--- config.mk ---
export PLATFORM = sky130hd
export DESIGN_NAME = alu_multicycle
export DESIGN_NICKNAME = d
export VERILOG_FILES = /design/src/rtl/alu_pkg.sv /design/src/rtl/alu_mc_shift_step.sv /design/src/rtl/alu_multicycle.sv
export SDC_FILE = /design/constraint.sdc
export NUM_CORES = 1
export LEC_CHECK = 0
export CAP_MARGIN = 20
export CORE_MARGIN = 3
export CORE_UTILIZATION = 45
export DETAILED_ROUTE_END_ITERATION = 10
export PLACE_DENSITY = 0.73
export SYNTH_ARGS = -nofsm -noshare
export SYNTH_HDL_FRONTEND = slang
export SYNTH_SLANG_ARGS = --single-unit
--- constraint.sdc ---
create_clock -name clock -period 3.19 [get_ports clock]
set_input_delay 0.4785 -clock clock [delete_from_list [all_inputs] [get_ports clock]]
set_output_delay 0.4785 -clock clock [all_outputs]
set_load 0.01 [all_outputs]
--- src/rtl/alu_pkg.sv ---
// Shared definitions for the multicycle ALU.
//   DATA_W        : datapath width (32)
//   ALU_OP_*      : opcode encodings accepted on req_opcode
//   alu_state_e   : FSM state encoding (IDLE / SHIFT / RESP)
//   op_is_shift() : true for SLL and SRA
package alu_pkg;

    localparam int DATA_W = 32;

    localparam logic [4:0] ALU_OP_ADD = 5'b00000;
    localparam logic [4:0] ALU_OP_SUB = 5'b00001;
    localparam logic [4:0] ALU_OP_AND = 5'b00010;
    localparam logic [4:0] ALU_OP_OR  = 5'b00011;
    localparam logic [4:0] ALU_OP_SLL = 5'b00100;
    localparam logic [4:0] ALU_OP_SRA = 5'b00101;

    typedef enum logic [1:0] {
        ST_IDLE  = 2'd0,
        ST_SHIFT = 2'd1,
        ST_RESP  = 2'd2
    } alu_state_e;

    function automatic logic op_is_shift(input logic [4:0] op);
        return (op == ALU_OP_SLL) || (op == ALU_OP_SRA);
    endfunction

endpackage

--- src/rtl/alu_mc_shift_step.sv ---
// One combinational shift step: shifts a 32-bit value left-logical or
// right-arithmetic by min(amount, MAX_STEP) and reports the amount applied.
// Ports:
//   value      in  32  value to shift
//   amount     in  5   requested shift amount (clamped to MAX_STEP)
//   shift_left in  1   1 = SLL (zero fill), 0 = SRA (sign fill)
//   shifted    out 32  shifted value
//   applied    out 5   amount actually shifted this step
module alu_mc_shift_step
    import alu_pkg::*;
#(
    parameter int unsigned MAX_STEP = 1
) (
    input  logic [DATA_W-1:0] value,
    input  logic [4:0]        amount,
    input  logic              shift_left,
    output logic [DATA_W-1:0] shifted,
    output logic [4:0]        applied
);

    localparam logic [4:0] MAX_AMT = 5'(MAX_STEP);

    always_comb begin
        applied = (amount > MAX_AMT) ? MAX_AMT : amount;
        if (shift_left) begin
            shifted = value << applied;
        end else begin
            shifted = $unsigned($signed(value) >>> applied);
        end
    end

endmodule

--- src/rtl/alu_multicycle.sv ---
// Handshaked multicycle ALU. ADD/SUB/AND/OR complete in one cycle; SLL/SRA
// iterate SHIFT_STEP bits per cycle, or complete at accept when the barrel
// shifter is compiled in with macro ALU_MC_FAST_SHIFT_EN.
// Flags (isNotEqual, isLessThan) come from A-B and are captured at accept.
// Ports:
//   clock, reset_n                  clock and async active-low reset
//   req_valid/req_ready             request handshake
//   req_opcode, req_shamt           operation and shift amount
//   req_a, req_b                    operands
//   rsp_valid/rsp_ready             response handshake, held until consumed
//   rsp_result, rsp_isNotEqual,
//   rsp_isLessThan, rsp_overflow    registered response payload
module alu_multicycle
    import alu_pkg::*;
#(
    parameter int unsigned SHIFT_STEP = 1
) (
    input  logic              clock,
    input  logic              reset_n,
    input  logic              req_valid,
    output logic              req_ready,
    input  logic [4:0]        req_opcode,
    input  logic [4:0]        req_shamt,
    input  logic [DATA_W-1:0] req_a,
    input  logic [DATA_W-1:0] req_b,
    output logic              rsp_valid,
    input  logic              rsp_ready,
    output logic [DATA_W-1:0] rsp_result,
    output logic              rsp_isNotEqual,
    output logic              rsp_isLessThan,
    output logic              rsp_overflow
);

    alu_state_e        state_reg;
    logic              req_ready_reg;
    logic              rsp_valid_reg;
    logic [DATA_W-1:0] result_reg;
    logic              not_equal_reg;
    logic              less_than_reg;
    logic              overflow_reg;
    logic [4:0]        remaining_reg;
    logic              shift_left_reg;

    // Accept-time datapath
    logic [DATA_W-1:0] sum;
    logic [DATA_W-1:0] diff;
    logic              add_ovf;
    logic              sub_ovf;
    logic [DATA_W-1:0] shift_at_accept;
    logic [DATA_W-1:0] accept_result;
    logic              accept_ovf;
    logic              go_shift;

    assign sum  = req_a + req_b;
    assign diff = req_a - req_b;
    assign add_ovf = (req_a[DATA_W-1] == req_b[DATA_W-1]) && (sum[DATA_W-1] != req_a[DATA_W-1]);
    // SUB overflows when A and ~B share a sign, i.e. A and B differ in sign.
    assign sub_ovf = (req_a[DATA_W-1] != req_b[DATA_W-1]) && (diff[DATA_W-1] != req_a[DATA_W-1]);

`ifdef ALU_MC_FAST_SHIFT_EN
    // Five cascaded steps of 1,2,4,8,16 bits, each enabled by one shamt bit.
    logic [DATA_W-1:0] stage_val [0:5];
    assign stage_val[0] = req_a;

    for (genvar gi = 0; gi < 5; gi++) begin : g_barrel
        logic [4:0] stage_amt;
        logic [4:0] stage_applied;
        assign stage_amt = req_shamt[gi] ? 5'(1 << gi) : 5'd0;
        alu_mc_shift_step #(
            .MAX_STEP(1 << gi)
        ) u_step (
            .value      (stage_val[gi]),
            .amount     (stage_amt),
            .shift_left (req_opcode == ALU_OP_SLL),
            .shifted    (stage_val[gi+1]),
            .applied    (stage_applied)
        );
    end

    assign shift_at_accept = stage_val[5];
    assign go_shift        = 1'b0;
`else
    localparam logic [4:0] SHIFT_AMT = 5'(SHIFT_STEP);

    logic [DATA_W-1:0] step_shifted;
    logic [4:0]        step_applied;

    // The working value lives in result_reg; it is only visible once rsp_valid rises.
    alu_mc_shift_step #(
        .MAX_STEP(SHIFT_STEP)
    ) u_step (
        .value      (result_reg),
        .amount     (remaining_reg),
        .shift_left (shift_left_reg),
        .shifted    (step_shifted),
        .applied    (step_applied)
    );

    assign shift_at_accept = req_a;
    assign go_shift        = op_is_shift(req_opcode) && (req_shamt != 5'd0);
`endif

    always_comb begin
        accept_result = '0;
        accept_ovf    = 1'b0;
        case (req_opcode)
            ALU_OP_ADD: begin
                accept_result = sum;
                accept_ovf    = add_ovf;
            end
            ALU_OP_SUB: begin
                accept_result = diff;
                accept_ovf    = sub_ovf;
            end
            ALU_OP_AND: accept_result = req_a & req_b;
            ALU_OP_OR:  accept_result = req_a | req_b;
            ALU_OP_SLL: accept_result = shift_at_accept;
            ALU_OP_SRA: accept_result = shift_at_accept;
            default:    accept_result = '0;
        endcase
    end

    always_ff @(posedge clock or negedge reset_n) begin
        if (!reset_n) begin
            state_reg      <= ST_IDLE;
            req_ready_reg  <= 1'b1;
            rsp_valid_reg  <= 1'b0;
            result_reg     <= '0;
            not_equal_reg  <= 1'b0;
            less_than_reg  <= 1'b0;
            overflow_reg   <= 1'b0;
            remaining_reg  <= '0;
            shift_left_reg <= 1'b0;
        end else begin
            case (state_reg)
                ST_IDLE: begin
                    if (req_valid) begin
                        result_reg     <= accept_result;
                        overflow_reg   <= accept_ovf;
                        not_equal_reg  <= (diff != '0);
                        // Sign of A-B corrected by overflow gives the true signed compare.
                        less_than_reg  <= diff[DATA_W-1] ^ sub_ovf;
                        shift_left_reg <= (req_opcode == ALU_OP_SLL);
                        req_ready_reg  <= 1'b0;
                        if (go_shift) begin
                            remaining_reg <= req_shamt;
                            state_reg     <= ST_SHIFT;
                        end else begin
                            state_reg     <= ST_RESP;
                            rsp_valid_reg <= 1'b1;
                        end
                    end
                end
                ST_SHIFT: begin
`ifdef ALU_MC_FAST_SHIFT_EN
                    state_reg     <= ST_IDLE;
                    req_ready_reg <= 1'b1;
`else
                    result_reg    <= step_shifted;
                    remaining_reg <= remaining_reg - step_applied;
                    if (remaining_reg <= SHIFT_AMT) begin
                        state_reg     <= ST_RESP;
                        rsp_valid_reg <= 1'b1;
                    end
`endif
                end
                ST_RESP: begin
                    if (rsp_ready) begin
                        state_reg     <= ST_IDLE;
                        req_ready_reg <= 1'b1;
                        rsp_valid_reg <= 1'b0;
                    end
                end
                default: begin
                    state_reg     <= ST_IDLE;
                    req_ready_reg <= 1'b1;
                    rsp_valid_reg <= 1'b0;
                end
            endcase
        end
    end

    assign req_ready      = req_ready_reg;
    assign rsp_valid      = rsp_valid_reg;
    assign rsp_result     = result_reg;
    assign rsp_isNotEqual = not_equal_reg;
    assign rsp_isLessThan = less_than_reg;
    assign rsp_overflow   = overflow_reg;

endmodule

# [Word-level counts from Yosys, hierarchy flattened]
# Cells that the tools add are included.
[word_totals] reg_bits=45 wordCells=74
[op_classes] n_reduce_logical=16 n_shift=2 muxes=22 add_sub_neg=3 bitwise_logic=4 n_lt_le_gt_ge=2 eq_ne=16
[op_table] cell="case mux 32 bit (5 select lines)" count=1
[op_table] cell="2-to-1 mux 32 bit" count=2
[op_table] cell="case mux 32 bit (2 select lines)" count=1
[op_table] cell="adder 32 bit" count=1
[op_table] cell="bitwise AND 32 bit" count=1
[op_table] cell="bitwise OR 32 bit" count=1
[op_table] cell="nonzero test 32 bit" count=1
[op_table] cell="<< shifter 32 x 5 -> 32 bit" count=1
[op_table] cell=">>> shifter 32 x 5 -> 32 bit" count=1
[op_table] cell="subtractor 32 bit" count=1
[op_table] cell="2-to-1 mux 5 bit" count=3
[op_table] cell="equality test 5 x 2 -> 1 bit, second input constant" count=2
[op_table] cell="equality test 5 x 3 -> 1 bit, second input constant" count=2
[op_table] cell="inequality test 2 bit, second input constant" count=5
[op_table] cell="case mux 5 bit (2 select lines)" count=1
[op_table] cell="AND reduction 3 bit" count=3
[op_table] cell="2-to-1 mux 2 bit" count=4
[op_table] cell="2-to-1 mux 1 bit" count=6
[op_table] cell="case mux 1 bit (3 select lines)" count=2
[op_table] cell="case mux 2 bit (3 select lines)" count=1
[op_table] cell="equality test 5 x 1 -> 1 bit, second input constant" count=1
[op_table] cell="greater-than comparator 5 x 1 -> 1 bit, second input constant" count=1
[op_table] cell="less-or-equal comparator 5 x 1 -> 1 bit, second input constant" count=1
[op_table] cell="zero test 5 bit" count=1
[op_table] cell="other kinds (16)" count=21

# [Logic depth before layout (Yosys ltp)]
# Gate-level depths: netlist (run 1).
[logic_depth] depth_word=6 mapped_depth=22 ltp_nobuf=21

# [Cells and area by module]
# Synthesis (run 1) repeated with hierarchy kept, for this count alone.
[unflattened] cells_unflattened=1057 hier_area_um2=8421.8
[by_module_without_submodules] module="alu_multicycle" area_each_um2=7473.4 instances=1 cells_per_inst=976
[by_module_without_submodules] module="alu_mc_shift_step" area_each_um2=948.4 instances=1 cells_per_inst=81

# [Worst setup path after synthesis (run 1)]
# Ideal clock, no wire load.
[synth_timing] path_kind="input-to-reg" start="input port req_a[21]" end="register not_equal_reg, in the netlist rsp_isNotEqual" arrival_ps=4643 setup_time_ps=130 path_stages=22 slack_ps=-1583 n_path_buf=1 required_ps=3060 cell_sequence="inv_1 ha_1 clkbuf_1 or2_2 nor3_1 nand4_1 a21oi_1 o311ai_1 a21oi_1 o21ai_0 nand2b_1 a21oi_1 fa_1 and4b_1 o2111ai_1 or4_1 nor4_1 nand4_1 nor4_2 o2111ai_1 nor4_1 a21oi_1"
[synth_between] elab_chain_len=2
[synth_lines] element="start: declaration" line="alu_multicycle.sv:24" text="input logic [DATA_W-1:0] req_a,"
[synth_lines] element="subtractor 32 bit" line="alu_multicycle.sv:55" text="assign diff = req_a - req_b;"
[synth_lines] element="nonzero test 32 bit" line="alu_multicycle.sv:140" text="not_equal_reg <= (diff != '0);"
[synth_lines] element="end signal: assignment" line="alu_multicycle.sv:140"
[synth_lines] element="end: declaration" line="alu_multicycle.sv:38" text="logic not_equal_reg;"
# No other way between the ends.
# A chain may end at the register's enable or synchronous reset.

# [Final worst setup path (run 1)]
[layout_timing] start="input port req_a[6]" end="register not_equal_reg, in the netlist rsp_isNotEqual"
# Same word-level chain as after synthesis.

==> results_dict.tcl, run 1 <==
set metrics [dict create \
    grt_pass1_vias 9998 \
    grt_setup_unrepaired "yes" \
    hold_viol 0 \
    antenna_found_initial 0 \
    hold_buffers 0 \
    ys_ff_latch 45 \
    hold_path.class "in -> async" \
    io_pins 115 \
    vias 10420 \
    rows 48 \
    ys_warn_count 0 \
    placed_area_um2 11700 \
    ys_types 82 \
    die_w_um 140.3 \
    syn_area_um2 8122 \
    clock_latency_ns 0.29 \
    clock_path_buffers 2 \
    port_buffers 114 \
    critPathMaxFanout 4 \
    drt_iter0_markers 991 \
    gp_congestion 0.9757 \
    grt_pass1_wl_um 51350 \
    tightest_slew_ns 0.9126 \
    period_minus_slack_ns 4.469 \
    grt_max_degree 46 \
    setup_viol 3 \
    finClkSkew_ns 0.006153 \
    largest_register_ffs 32 \
    p_leak_nw 5.772 \
    via_per_inst 6.069 \
    cts_tree "done" \
    root_buffer "clkbuf_16" \
    power_density_nw_per_um2 270.5 \
    worst_slack_ns -1.279 \
    placedCellCount 1665 \
    drv_cap 0 \
    dieHeight_um 140.3 \
    peakVddDrop_uv 408.0 \
    h-tree-depth 2 \
    n_fill_cell 1300 \
    overflow 0 \
    crit_type "in -> reg" \
    max_slew_margin 0.3916 \
    grtUsageTotal 0.3161 \
    wl_per_cell_um 19.52 \
    netlist_instances 1098 \
    first_pass_iters 6 \
    die-area_um2 19700 \
    startpoint_type "input port" \
    hpwl_um 25300 \
    end_kind "flop" \
    start_util 0.4647 \
    drc 0 \
    cts.sinks 45 \
    final_nets 1676 \
    synthToLayoutAreaGrowth_pct 61.21 \
    hold_ws_ns 0.01677 \
    path_clk_slew_ns 0.06 \
    fin_tns_setup_ns -1.862 \
    async_flop_share 1.000 \
    synth_area_per_cell_um2 7.397 \
    fin_util 0.7491 \
    worst-endpoint-required_ns 3.35 \
    diodes 0 \
    wl_um 33510 \
    fin_cells 1717 \
    ys.flop_type "dfrtp_1" \
    synth_edf_count 0 \
    cts_buffers 5 \
    ys_seq_area_frac 0.1388 \
    synth_nets 1283 \
    fp.coreArea_um2 17480 \
    violations "negative setup slack" \
    ant_nets 0 \
    drive_gt1_frac 0.3894 \
    clock.fmax_ghz 0.2238 \
    drv_slew 0 \
    fin_area_um2 13090 \
    outcome "finished with violations" \
    fin_crit_sh 1.401 \
    arrival_ns 4.63 \
    regToRegSetupSlack_ns 0.23 \
]
## where the power goes
part / switching (mW) / internal, mW / total [mW]
Combinational: 1.14 / 1.08 / 2.23
Clock: 0.219 / 0.392 / 0.610
Sequential: 0.0726 / 0.631 / 0.704
Total: 1.44 / 2.11 / 3.54
## synth_stat cells (15+ instances only)
| library cell | number | area share |
|---|---|---|
| o221ai_1 | 25 | 0.027 |
| a21o_1 | 17 | 0.016 |
| a221oi_1 | 19 | 0.020 |
| nor3_1 | 26 | 0.016 |
| nor2_1 | 87 | 0.040 |
| ha_1 | 104 | 0.16 |
| inv_1 | 95 | 0.044 |
| nand2b_1 | 16 | 0.012 |
| nand3_1 | 31 | 0.019 |
| o31ai_1 | 15 | 0.014 |
| o21ai_0 | 66 | 0.041 |
| xnor2_1 | 29 | 0.031 |
| a21oi_1 | 105 | 0.065 |
| clkbuf_1 | 53 | 0.024 |
| a22oi_1 | 19 | 0.018 |
| dfrtp_1 | 44 | 0.14 |
| mux2i_1 | 41 | 0.051 |
| nand2_1 | 64 | 0.030 |
## per-layer routing
layer	global-route usage	vias up	share of wire
li1	-	4834	-
met4	0.1015	0	0.034
met2	0.5396	538	0.48
met5	0	-	0
met3	0.05053	89	0.089
met1	0.4078	4959	0.40
## worst max-delay path: stages
cell and delay (ns):
buf_6 0.09, buf_6 0.12, inv_12 0.04, ha_4 0.19, buf_4 0.13, buf_6 0.11
and2b_1 0.22, o21ai_2 0.10, and2_4 0.17, a21oi_4 0.19, o311ai_4 0.13, a21oi_2 0.17
o21ai_1 0.07, nand2b_1 0.09, a21oi_2 0.06, fa_1 0.52, and4b_1 0.22, o2111ai_1 0.09
or4_1 0.42, nor4_1 0.27, nand4_1 0.14, nor4_2 0.21, o2111ai_2 0.18, nor4_2 0.16
a21oi_1 0.06
## logic make-up (layout without fill, tap and decap cells)
family / count (synthesis) / after routing / synth area share
xor gates and xnor gates: 38 / 38 / 0.04098
AOI/OAI and AO/OA: 384 / 384 / 0.3232
muxes: 44 / 44 / 0.05469
and+or+nand+nor: 315 / 315 / 0.1932
buffers and inverters: 165 / 559 / 0.08150
adders and majority gates: 107 / 107 / 0.1676
DFF: 45 / 45 / 0.1388
## what timing repair did
item | 4_1_cts | 5_1_grt
endpoints found under the setup margin | 26 | 20
buffers inserted | 30 | 16
resized for setup | 238 | 113
pin swaps | 67 | 67
gates cloned | 0 | 1
## through the flow
| stage | power (mW) | setup slack, ns |
|---|---|---|
| floorplan | 1.696 | -1.218 |
| global placement | 2.551 | -2.039 |
| detailed placement | 2.585 | -2.204 |
| CTS | 3.344 | -1.429 |
| global route | 3.729 | -1.534 |
| finish | 3.542 | -1.279 |
## worst paths after layout
path | from | to | cells after the start
min | reset_n | rsp_result[1]$_DFFE_PN0P_ | 1
max reg2reg | state_reg[1]$_DFFE_PN0P_ | rsp_isNotEqual$_DFFE_PN0P_ | 10
max in group asynchronous | reset_n | req_ready$_DFFE_PN1P_ | 2
max | req_a[6] | rsp_isNotEqual$_DFFE_PN0P_ | 25
min in group clock | rsp_overflow$_DFFE_PN0P_ | rsp_overflow$_DFFE_PN0P_ | 2
min reg2reg | rsp_overflow$_DFFE_PN0P_ | rsp_overflow$_DFFE_PN0P_ | 2
## cell usage in the layout (no fill, tap or decap), types with 28 or more instances in the layout
master,count
inv_1,46
o21ai_0,52
ha_1,68
inv_2,41
a21oi_1,88
dfrtp_1,43
ha_4,28
clkdlybuf4s50_1,60
nand2_1,64
nand3_1,30
nor2_1,80
mux2i_1,41
buf_4,317
## area by class of cell
| class | instances | area (µm²) | share of cell area |
|---|---|---|---|
| clock buffer | 7 | 142.6 | 0.01089 |
| clock inverter | 1 | 30.03 | 0.002294 |
| inverter | 96 | 395.4 | 0.03020 |
| multi-input combinational | 888 | 7355 | 0.5617 |
| sequential | 45 | 1129 | 0.08620 |
| tap | 225 | 281.5 | 0.02150 |
| timing repair buffer | 455 | 3760 | 0.2872 |
No activity file was read; power rests on OpenSTA's default activity.
==> run 2, diff against run 1 <==
--- a/config.mk
+++ b/config.mk
@@ -5,7 +5,6 @@
 export SDC_FILE = /design/constraint.sdc
 export NUM_CORES = 1
 export LEC_CHECK = 0
-export CAP_MARGIN = 20
 export CORE_MARGIN = 3
 export CORE_UTILIZATION = 45
 export DETAILED_ROUTE_END_ITERATION = 10
==> run 2 against run 1 <==
The flow still finishes with violations (negative setup slack). Cell count is essentially flat. Clock skew barely moved. Clock power barely moved. Count of clock-buffer cells in the layout stayed put. Register-to-register slack hardly changed. Critical path depth is the same. Total power is essentially flat. Non-clock buffer count fell by 1. Largest power group unchanged.
==> results_dict.tcl, run 2 (synthesis results as in run 1) <==
set metrics [dict create \
    setup_viol 4 \
    power_density_nw_per_um2 270.9 \
    largest_register_ffs 32 \
    finClkSkew_ns 0.006450 \
    placed_area_um2 11700 \
    tightest_slew_ns 1.036 \
    root_buffer "clkbuf_16" \
    dieHeight_um 140.3 \
    seq_area_um2 1129 \
    crit_type "in -> reg" \
    end_kind "flop" \
    clock_path_buffers 2 \
    cp-startpoint "req_a[6]" \
    fp.coreArea_um2 17480 \
    drv_slew 0 \
    drt_iter0_markers 1038 \
    hpwl_um 25300 \
    overflow 0 \
    cts_tree "done" \
    hold_path.class "in -> async" \
    rr_worst_depth 10 \
    synthToLayoutAreaGrowth_pct 60.96 \
    hold_ws_ns 0.3709 \
    die_w_um 140.3 \
    cts.sinks 45 \
    layout_commonest_cell "buf_4" \
    start_util 0.4647 \
    fin_crit_sh 1.398 \
    drc 0 \
    peakVddDrop_uv 409.4 \
    drv_cap 0 \
    n_fill_cell 1302 \
    port_buffers 114 \
    rows 48 \
    via_per_inst 6.052 \
    drive_gt1_frac 0.3890 \
    placedCellCount 1665 \
    worst-endpoint-required_ns 3.35 \
    h-tree-depth 2 \
    antenna_found_initial 0 \
    clock_latency_ns 0.29 \
    multi_input_area_um2 7355 \
    critPathMaxFanout 4 \
    violations "negative setup slack" \
    worst_slack_ns -1.269 \
    ant_nets 0 \
    grtUsageTotal 0.3161 \
    first_pass_iters 5 \
    post-place-ws_ns -2.204 \
    p_leak_nw 5.763 \
    mostFrequentLayoutCells "317 x buf_4, 88 x a21oi_1, 80 x nor2_1" \
    path_clk_slew_ns 0.06 \
    grt_setup_unrepaired "yes" \
    fin_area_um2 13070 \
    grt_pass1_wl_um 51350 \
    r2r_end "rsp_isNotEqual$_DFFE_PN0P_" \
    vias 10390 \
    startpoint_type "input port" \
    fin_util 0.7480 \
    die-area_um2 19700 \
    period_minus_slack_ns 4.459 \
    cts_buffers 5 \
    fin_cells 1716 \
    final_nets 1675 \
    max_slew_margin 0.3091 \
    r2r_start "state_reg[1]$_DFFE_PN0P_" \
    wl_um 33550 \
    outcome "finished with violations" \
    io_pins 115 \
    hold_viol 0 \
    arrival_ns 4.62 \
    worstSetupEndpoint "rsp_isNotEqual$_DFFE_PN0P_" \
    hold_buffers 0 \
    gp_congestion 0.9757 \
    diodes 0 \
    wl_per_cell_um 19.55 \
    grt_max_degree 46 \
    regToRegSetupSlack_ns 0.24 \
    grt_pass1_vias 9998 \
    clock.fmax_ghz 0.2243 \
]
run 2: area by class of cell:
cell class | count | share of cell area
Multi-Input combinational cell | 888 | 0.5626
Clock buffer | 7 | 0.01091
Tap cell | 225 | 0.02154
Inverter | 96 | 0.03025
Sequential cell | 45 | 0.08633
Clock inverter | 1 | 0.002297
Timing Repair Buffer | 454 | 0.2861
run 2: critical path: stages:
cell	delay [ns]
buf_6	0.09
buf_6	0.12
inv_12	0.04
ha_4	0.19
buf_4	0.13
buf_6	0.11
and2b_1	0.22
o21ai_2	0.10
and2_4	0.17
a21oi_4	0.19
o311ai_4	0.12
a21oi_2	0.17
o21ai_1	0.07
nand2b_1	0.09
a21oi_2	0.06
fa_1	0.52
and4b_1	0.22
o2111ai_1	0.09
or4_1	0.42
nor4_1	0.27
nand4_1	0.14
nor4_2	0.20
o2111ai_2	0.18
nor4_2	0.16
a21oi_1	0.06
run 2: worst min-delay path by stage:
stage | startpoint | end | slack, ns | cells after the start
floorplan | reset_n | remaining_reg[0]$_DFFE_PN0P_ | 0.18 | 0
global placement | rsp_overflow$_DFFE_PN0P_ | rsp_overflow$_DFFE_PN0P_ | 0.46 | 2
detailed placement | rsp_overflow$_DFFE_PN0P_ | rsp_overflow$_DFFE_PN0P_ | 0.47 | 2
CTS | reset_n | rsp_result[1]$_DFFE_PN0P_ | 0.40 | 1
global route | reset_n | state_reg[1]$_DFFE_PN0P_ | 0.45 | 1
finish | reset_n | rsp_result[3]$_DFFE_PN0P_ | 0.37 | 1
run 2: timing repair:
action                                  4_1_cts  5_1_grt
buffers inserted                             30       16
pin swaps                                    67       67
endpoints found under the setup margin       26       20
gates resized for setup                     238      113
cloned                                        0        1
run 2: routing by layer:
layer	vias up	wire length [µm]	share of wire	track usage
li1	4827	-	-	-
met1	4989	13700	0.41	0.4078
met2	479	15910	0.47	0.5396
met3	90	2752	0.082	0.05053
met4	0	1185	0.035	0.1015
met5	-	0	0	0
run 2: per-stage QoR:
step / total power [mW] / TNS [ns]
6_report: 3.541 / -1.852
3_3_place_gp: 2.551 / -18.41
3_5_place_dp: 2.585 / -19.81
5_1_grt: 3.726 / -2.790
4_1_cts: 3.344 / -2.034
2_1_floorplan: 1.696 / -1.486
run 2: report_power, final:
group / leakage [nW] / internal, mW / switching [mW] / total [mW]
sequential: 0.598 / 0.631 / 0.0730 / 0.704
clock: 0.0841 / 0.392 / 0.220 / 0.611
combinational: 5.08 / 1.08 / 1.15 / 2.23
total: 5.76 / 2.10 / 1.44 / 3.54
==> run 3, diff against run 2 <==
--- a/config.mk
+++ b/config.mk
@@ -5,10 +5,12 @@
 export SDC_FILE = /design/constraint.sdc
 export NUM_CORES = 1
 export LEC_CHECK = 0
+export CAP_MARGIN = 0
 export CORE_MARGIN = 3
 export CORE_UTILIZATION = 45
 export DETAILED_ROUTE_END_ITERATION = 10
 export PLACE_DENSITY = 0.73
+export SETUP_SLACK_MARGIN = 0.5
 export SYNTH_ARGS = -nofsm -noshare
 export SYNTH_HDL_FRONTEND = slang
 export SYNTH_SLANG_ARGS = --single-unit
==> run 3 against run 2 <==
The run still ends with negative setup slack left. Cell count grew 0.99%. Highest routed layer unchanged. Largest power group unchanged. Register-to-register slack gained 0.07 ns. Clock skew is essentially flat. Sequential share of layout area shrank 0.38 points. Critical path type unchanged. Die area is the same. Critical path depth shrank 3. Design area grew 4.5%.
==> results_dict.tcl, run 3 (synthesis results as in run 1) <==
set metrics [dict create \
    start_util 0.4647 \
    hold_path.class "in -> async" \
    root_buffer "clkbuf_16" \
    violations "negative setup slack" \
    seq_area_um2 1127 \
    p_sw_frac 0.4184 \
    drv_cap 0 \
    drv_slew 0 \
    p_int_mw 2.173 \
    peakVddDrop_uv 439.9 \
    fin_cells 1733 \
    rows 48 \
    synthToLayoutAreaGrowth_pct 68.12 \
    port_buffers 114 \
    clock_path_buffers 2 \
    startpoint_type "input port" \
    critPathMaxFanout 4 \
    die-area_um2 19700 \
    power_frac_comb 0.655 \
    power_density_nw_per_um2 273.6 \
    antenna_found_initial 0 \
    diodes 0 \
    r2r_start "state_reg[1]$_DFFE_PN0P_" \
    mostFrequentLayoutCells "304 x buf_4, 78 x nor2_1, 70 x a21oi_1" \
    grt_pass1_vias 10380 \
    fin_tns_setup_ns -6.275 \
    grt_max_degree 55 \
    hold_buffers 0 \
    cts_buffers 5 \
    drive_gt1_frac 0.4363 \
    first_pass_iters 6 \
    outcome "finished with violations" \
    drt_iter0_markers 1299 \
    regToRegSetupSlack_ns 0.31 \
    placedCellCount 1652 \
    cts_tree "done" \
    clock_latency_ns 0.29 \
    tightest_slew_ns 0.9887 \
    cp-startpoint "req_a[6]" \
    clock.fmax_ghz 0.2252 \
    fin_util 0.7813 \
    grtUsageTotal 0.3277 \
    gp_congestion 1.022 \
    finClkSkew_ns 0.006529 \
    die_w_um 140.3 \
    hold_viol 0 \
    crit_type "in -> reg" \
    h-tree-depth 2 \
    largest_register_ffs 32 \
    dieHeight_um 140.3 \
    wl_um 36580 \
    grt_setup_unrepaired "yes" \
    worst_slack_ns -1.251 \
    cts.sinks 45 \
    fp.coreArea_um2 17480 \
    io_pins 115 \
    via_per_inst 6.440 \
    path_clk_slew_ns 0.07 \
    end_kind "flop" \
    drc 0 \
    p_leak_nw 5.951 \
    layout_commonest_cell "buf_4" \
    grt_pass1_wl_um 53360 \
    setup_viol 12 \
    fin_crit_sh 1.392 \
    worst-endpoint-required_ns 3.35 \
    n_fill_cell 1066 \
    wl_per_cell_um 21.11 \
    p_clk_frac 0.159 \
    switching_power_mw 1.563 \
    pwr-share-seq 0.186 \
    ant_nets 0 \
    vias 11160 \
    overflow 0 \
    multi_input_area_um2 7674 \
    arrival_ns 4.60 \
    max_slew_margin 0.3408 \
    final_nets 1692 \
    hpwl_um 24100 \
    period_minus_slack_ns 4.441 \
]
-- run 3: area by class of cell --
| type | instances | share of cell area |
|---|---|---|
| clock buffers | 6 | 0.009438 |
| clock inverters | 2 | 0.002566 |
| inverters | 96 | 0.03042 |
| multi-input cells | 888 | 0.5620 |
| flip-flops and latches | 45 | 0.08256 |
| well taps | 225 | 0.02062 |
| repair buffers | 471 | 0.2924 |
-- run 3: power groups by stage --
stage               combinational, mW  clock, mW  sequential [mW]
detailed placement               1.88          0            0.703
CTS                              2.16      0.595            0.693
global placement                 1.84          0            0.699
floorplan                        1.02          0            0.698
global route                     2.58      0.615            0.703
finish                           2.45      0.593            0.696
-- run 3: what timing repair did --
action	4_1_cts	5_1_grt
gates resized for setup	358	112
buffers inserted	50	23
endpoints found under the setup margin	31	30
pin swaps	115	79
-- run 3: worst max-delay path, stage by stage --
cell       delay [ns]
buf_6            0.09
buf_6            0.13
inv_12           0.04
ha_4             0.19
or3_4            0.41
a211o_4          0.31
a21oi_4          0.22
o311ai_4         0.13
a21oi_2          0.18
o21ai_1          0.08
nand2b_1         0.09
a21oi_2          0.06
fa_2             0.55
and4b_1          0.20
o2111ai_1        0.09
or4_1            0.42
nor4_1           0.23
nand4_1          0.13
nor4_2           0.18
o2111ai_2        0.15
nor4_2           0.15
a21oi_1          0.07
-- run 3: metrics by stage --
stage	power (mW)	hold slack [ns]	area (µm²)	setup slack, ns
after CTS	3.445	0.3950	13090	-1.371
final	3.736	0.3516	13650	-1.251
after global placement	2.539	0.4612	11690	-1.948
after global routing	3.899	0.4435	13650	-1.489
after detailed placement	2.579	0.4695	11690	-2.110
after floorplan	1.721	0.1829	8457	-1.218
-- run 3: metal layers --
layer  up-vias  wire (µm)  global-route usage
li1       4860          -                   -
met1      5204      13380              0.4064
met2       832      16660              0.5408
met3       265       3987             0.06487
met4         0       2555              0.1642
met5         -          0                   0
-- run 3: final timing paths --
kind | to | cells after the start
worst max-delay path | rsp_isNotEqual$_DFFE_PN0P_ | 22
worst min-delay path | rsp_result[2]$_DFFE_PN0P_ | 1
worst max register to register | rsp_isNotEqual$_DFFE_PN0P_ | 10
worst min register to register | rsp_overflow$_DFFE_PN0P_ | 2
max in group asynchronous | rsp_result[24]$_DFFE_PN0P_ | 1
min in group clock | rsp_overflow$_DFFE_PN0P_ | 2
